===== config.mk =====
export PLATFORM = sky130hd
export DESIGN_NAME = spm_control_unit
export DESIGN_NICKNAME = d
export VERILOG_FILES = /design/src/rtl/spm_pkg.sv /design/src/rtl/spm_control_unit.sv
export SDC_FILE = /design/constraint.sdc
export NUM_CORES = 1
export LEC_CHECK = 0
export CAP_MARGIN = 30
export CELL_PAD_IN_SITES_DETAIL_PLACEMENT = 0
export CELL_PAD_IN_SITES_GLOBAL_PLACEMENT = 1
export CORE_MARGIN = 4
export CORE_UTILIZATION = 28
export CTS_BUF_LIST = sky130_fd_sc_hd__clkbuf_2 sky130_fd_sc_hd__clkbuf_4 sky130_fd_sc_hd__clkbuf_8
export CTS_CLUSTER_SIZE = 14
export DETAILED_ROUTE_END_ITERATION = 10
export GPL_TIMING_DRIVEN = 0
export MAX_ROUTING_LAYER = met4
export PLACE_DENSITY_LB_ADDON = 0.1
export REMOVE_ABC_BUFFERS = 1
export SYNTH_ARGS = -nofsm -noshare
export SYNTH_HDL_FRONTEND = slang
export SYNTH_SLANG_ARGS = --single-unit

===== constraint.sdc =====
create_clock -name clk -period 1.6 [get_ports clk]
set_input_delay 0.16 -clock clk [delete_from_list [all_inputs] [get_ports clk]]
set_output_delay 0.16 -clock clk [all_outputs]
set_load 0.1 [all_outputs]

===== src/rtl/spm_pkg.sv =====
// spm_pkg: shared constants, opcodes, state encoding and bus selects for RISC_SPM control
package spm_pkg;
    localparam int word_size  = 8;
    localparam int op_size    = 4;
    localparam int state_size = 4;

    typedef enum logic [state_size-1:0] {
        S_IDLE, S_FET1, S_FET2, S_DEC, S_EX1, S_RD1, S_RD2,
        S_WR1, S_WR2, S_BR1, S_BR2, S_HALT
    } state_t;

    localparam logic [op_size-1:0] OP_NOP = 4'h0;
    localparam logic [op_size-1:0] OP_ADD = 4'h1;
    localparam logic [op_size-1:0] OP_SUB = 4'h2;
    localparam logic [op_size-1:0] OP_AND = 4'h3;
    localparam logic [op_size-1:0] OP_NOT = 4'h4;
    localparam logic [op_size-1:0] OP_RD  = 4'h5;
    localparam logic [op_size-1:0] OP_WR  = 4'h6;
    localparam logic [op_size-1:0] OP_BR  = 4'h7;
    localparam logic [op_size-1:0] OP_BRZ = 4'h8;
    localparam logic [op_size-1:0] OP_HLT = 4'hF;

    localparam logic [2:0] SEL1_PC   = 3'd4;
    localparam logic [1:0] SEL2_ALU  = 2'd0;
    localparam logic [1:0] SEL2_BUS1 = 2'd1;
    localparam logic [1:0] SEL2_MEM  = 2'd2;
endpackage


===== src/rtl/spm_control_unit.sv =====
// spm_control_unit: fetch/decode/execute sequencer driving the RISC_SPM datapath and SRAM
module spm_control_unit
    import spm_pkg::*;
(
    input  logic                 clk,
    input  logic                 rst,
    input  logic [word_size-1:0] instruction,
    input  logic                 zero,
    output logic [3:0]           load_r,
    output logic                 load_pc,
    output logic                 inc_pc,
    output logic                 load_ir,
    output logic                 load_add_r,
    output logic                 load_reg_y,
    output logic                 load_reg_z,
    output logic [2:0]           sel_bus_1,
    output logic [1:0]           sel_bus_2,
    output logic                 write,
    output logic                 halted
);
    state_t state_q, state_d;
    logic [op_size-1:0] opcode;
    logic [1:0] src, dest;

    assign opcode = instruction[word_size-1 -: op_size];
    assign src    = instruction[3:2];
    assign dest   = instruction[1:0];

    // State register; reset drops straight to idle so no write survives mid-instruction
    always_ff @(posedge clk or negedge rst) begin
        if (!rst) state_q <= S_IDLE;
        else      state_q <= state_d;
    end

    // Next state and all datapath controls, decoded from state and the IR
    always_comb begin
        state_d    = state_q;
        load_r     = 4'b0000;
        load_pc    = 1'b0;
        inc_pc     = 1'b0;
        load_ir    = 1'b0;
        load_add_r = 1'b0;
        load_reg_y = 1'b0;
        load_reg_z = 1'b0;
        sel_bus_1  = 3'd0;
        sel_bus_2  = 2'd0;
        write      = 1'b0;
        halted     = 1'b0;
        case (state_q)
            S_IDLE: state_d = S_FET1;
            S_FET1: begin
                sel_bus_1  = SEL1_PC;
                sel_bus_2  = SEL2_BUS1;
                load_add_r = 1'b1;
                state_d    = S_FET2;
            end
            S_FET2: begin
                sel_bus_2 = SEL2_MEM;
                load_ir   = 1'b1;
                inc_pc    = 1'b1;
                state_d   = S_DEC;
            end
            S_DEC: begin
                case (opcode)
                    OP_NOP: state_d = S_FET1;
                    OP_ADD, OP_SUB, OP_AND: begin
                        sel_bus_1  = {1'b0, src};
                        sel_bus_2  = SEL2_BUS1;
                        load_reg_y = 1'b1;
                        state_d    = S_EX1;
                    end
                    OP_NOT: begin
                        sel_bus_1    = {1'b0, src};
                        sel_bus_2    = SEL2_ALU;
                        load_reg_z   = 1'b1;
                        load_r[dest] = 1'b1;
                        state_d      = S_FET1;
                    end
                    OP_RD, OP_WR, OP_BR: begin
                        sel_bus_1  = SEL1_PC;
                        sel_bus_2  = SEL2_BUS1;
                        load_add_r = 1'b1;
                        state_d    = opcode == OP_RD ? S_RD1 : opcode == OP_WR ? S_WR1 : S_BR1;
                    end
                    OP_BRZ: begin
                        // Untaken branch must still step the PC over the address word
                        sel_bus_1  = zero ? SEL1_PC : 3'd0;
                        sel_bus_2  = zero ? SEL2_BUS1 : 2'd0;
                        load_add_r = zero;
                        inc_pc     = !zero;
                        state_d    = zero ? S_BR1 : S_FET1;
                    end
                    default: state_d = S_HALT;
                endcase
            end
            S_EX1: begin
                sel_bus_1    = {1'b0, dest};
                sel_bus_2    = SEL2_ALU;
                load_reg_z   = 1'b1;
                load_r[dest] = 1'b1;
                state_d      = S_FET1;
            end
            S_RD1, S_WR1: begin
                sel_bus_2  = SEL2_MEM;
                load_add_r = 1'b1;
                inc_pc     = 1'b1;
                state_d    = state_q == S_RD1 ? S_RD2 : S_WR2;
            end
            S_RD2: begin
                sel_bus_2    = SEL2_MEM;
                load_r[dest] = 1'b1;
                state_d      = S_FET1;
            end
            S_WR2: begin
                sel_bus_1 = {1'b0, src};
                write     = 1'b1;
                state_d   = S_FET1;
            end
            S_BR1: begin
                sel_bus_2  = SEL2_MEM;
                load_add_r = 1'b1;
                state_d    = S_BR2;
            end
            S_BR2: begin
                sel_bus_2 = SEL2_MEM;
                load_pc   = 1'b1;
                state_d   = S_FET1;
            end
            S_HALT: halted = 1'b1;
            default: state_d = S_HALT;
        endcase
    end
endmodule


==> results_dict.tcl <==
set metrics [dict create \
    worstMarginPinSlew_ps 389 \
    worstSetupPathType "reg -> out" \
    drive_gt1_frac 0.518 \
    synth_xor_area_frac 0.0152 \
    power_density_nw_per_um2 261 \
    syn_avg_cell_area_um2 7.78 \
    dpl_cell_area_um2 852 \
    routed_wl_um 2080 \
    clockRootBuffer "clkbuf_4" \
    crit_arrival_ps 1670 \
    clkSlewWorstSetupHoldPaths_ps 40 \
    nFillCells 202 \
    wl_per_cell_um 14.7 \
    crit_path_max_incr_delay_ps 450 \
    synth_compound_area_frac 0.304 \
    first_global_vias 732 \
    diodes 0 \
    p_leak_nw 0.414 \
    largest_reg_flops 4 \
    r2r_start "state_q[2]$_DFFE_PN0N_" \
    die_area_um2 2850 \
    first_pass_iters 4 \
    viasPerCell 5.40 \
    top_regs "state_q (4)" \
    num_rows 16 \
    min_period_ps 1830 \
    grt_max_degree 11 \
    rsz0062_at_grt "true" \
    cts_buffers 3 \
    top_register "state_q" \
    initial_core_util 0.293 \
    violations "negative setup slack" \
    slew_headroom 0.741 \
    synth_top_family_by_area "simple AND/OR/NAND/NOR gates" \
    period_share 1.14 \
    finalHoldViolCount 0 \
    synthSimpleGateAreaFrac 0.452 \
    syn_inst 74 \
    clk_path_buf_depth 2 \
    multi_input_area_um2 539 \
    worstPathRequired_ps 1440 \
    synthAdderAreaFrac 0 \
    p_total_w 0.000298 \
    grt_pass1_wl_um 3370 \
    layout_setup_ws_ps -227 \
    syn_area_um2 576 \
    dpl.hpwl_um 1230 \
    grt_usage 0.160 \
    gr-total-overflow 0 \
    place.port_buffers 27 \
    seq_area_frac_synth 0.174 \
    die_h_um 53.3 \
    place_ws_ps -1270 \
    synth-seq-cells 4 \
    die_w_um 53.3 \
    hold_path.class "in -> async" \
    area_growth_pct 98.0 \
    crit_slowest_cell "dfrtp_2" \
    fin_util 0.581 \
    synthFlopType "dfrtp_1" \
    endpoint_kind "output port" \
    critPathMaxFanout 7 \
    synth_cell_types 33 \
    critPathTopFamily "simple AND/OR/NAND/NOR gates" \
    cts_tree "done" \
    crit_buf_inv 1 \
    yosysTopAreaCell "dfrtp_1" \
    antenna_found_initial 0 \
    max_freq_mhz 547 \
    gp_congestion 0.750 \
    route.vias.total 761 \
    ios 28 \
    core_um2 1960 \
    clock_latency_ps 230 \
    async_reset_ff_frac 1.00 \
    final_antenna_net_count 0 \
    skew_ps 0.117 \
    yosys_warnings 0 \
    slew_viol_final 0 \
    synth_area_leaders "dfrtp_1 17%, nor2b_1 5.4%, nand2_1 5.2%" \
    path_cells "and4bb_2 -> a32oi_4 -> nor3_2 -> buf_6" \
    synth_mux_area_frac 0 \
    seq_area_um2 105 \
    clkSinkCount 4 \
    drtIter0Drc 12 \
    design_area_um2 1140 \
    crit_path_start "state_q[2]$_DFFE_PN0N_" \
    nets 127 \
    synth_top_area_frac 0.174 \
    cp-start-kind "register" \
    status "finished with violations" \
    route.detailed.drc 0 \
    setup_violations 12 \
    ir_drop_v 0.000327 \
    cts_max_level 1 \
    synth_edf_count 0 \
    cap_violations 0 \
]
## layout make-up
cell class,instances,share of cell area
Clock buffer,3,0.0198
Inverter,1,0.00329
Multi-Input combinational cell,64,0.473
Sequential cell,4,0.0922
Tap cell,27,0.0296
Timing Repair Buffer,42,0.382
## cells by family after synthesis
kind of cell              Yosys count
and+or+nand+nor                    41
AOI/OAI and AO/OA                  22
buffers and inverters               6
DFF                                 4
xor gates and xnor gates            1
## synth_stat cells (2+ instances only)
master and count:
a31oi_1 4, o21ai_0 2, dfrtp_1 4, nor2_1 7, nor3b_1 4, and2b_1 3, nand2_1 8, buf_2 4
a22o_1 2, a32o_1 2, nand2b_1 4, a21oi_1 2, a32oi_1 2, nor3_1 3, nor2b_1 5
## timing repair
action,in CTS,in global routing
cloned,0,0
buffers inserted,13,2
setup endpoints to repair,17,15
resized for setup,150,18
pin swaps,3,6
hold buffers,0,0
## through the flow
stage / std cells / setup TNS (ps) / hold slack, ps
after floorplan: 69 / -20980 / -136
after global placement: 123 / -17120 / 372
after detailed placement: 123 / -17110 / 368
after CTS: 139 / -1890 / 126
after global routing: 141 / -2850 / 141
final: 141 / -1960 / 132
## placed cells by master (no fill, tap or decap), types with 3 or more instances in the layout
cell / synthesis / routed
buf_6: 0 / 13
nand2b_1: 4 / 4
dlygate4sd2_1: 0 / 4
dfrtp_2: 0 / 4
clkdlybuf4s50_1: 0 / 6
nand2_1: 8 / 6
a31oi_1: 4 / 4
nor2b_1: 5 / 4
clkbuf_4: 0 / 3
buf_4: 1 / 14
nor2_1: 7 / 4
nor3b_2: 0 / 3
buf_12: 0 / 3
## where the power goes
part           internal, W  switching [W]
registers         0.000102              0
logic            0.0000366      0.0000361
clock network    0.0000838      0.0000394
total             0.000222      0.0000755
## path summary, 6_finish.rpt
path,endpoint,slack [ps],depth (start not counted)
max in group asynchronous,state_q[2]$_DFFE_PN0N_,1290,1
min in group clk,state_q[3]$_DFFE_PN0N_,510,3
max,load_r[0],-230,4
max reg2reg,state_q[1]$_DFFE_PN0N_,310,5
min,state_q[3]$_DFFE_PN0N_,130,1
min reg2reg,state_q[2]$_DFFE_PN0N_,670,2
## per-layer routing
layer	wire [um]	global-route usage
met1	934	0.209
met4	0	0.0511
met3	116	0.0225
met5	0	-
met2	1030	0.253
## worst register-to-register path, stage by stage (launching register included)
cell      delay [ps]
dfrtp_2          420
buf_6            140
and2b_2          240
buf_4            130
o221ai_1          70
nand4b_1         130
(Power assumes the default switching activity.)
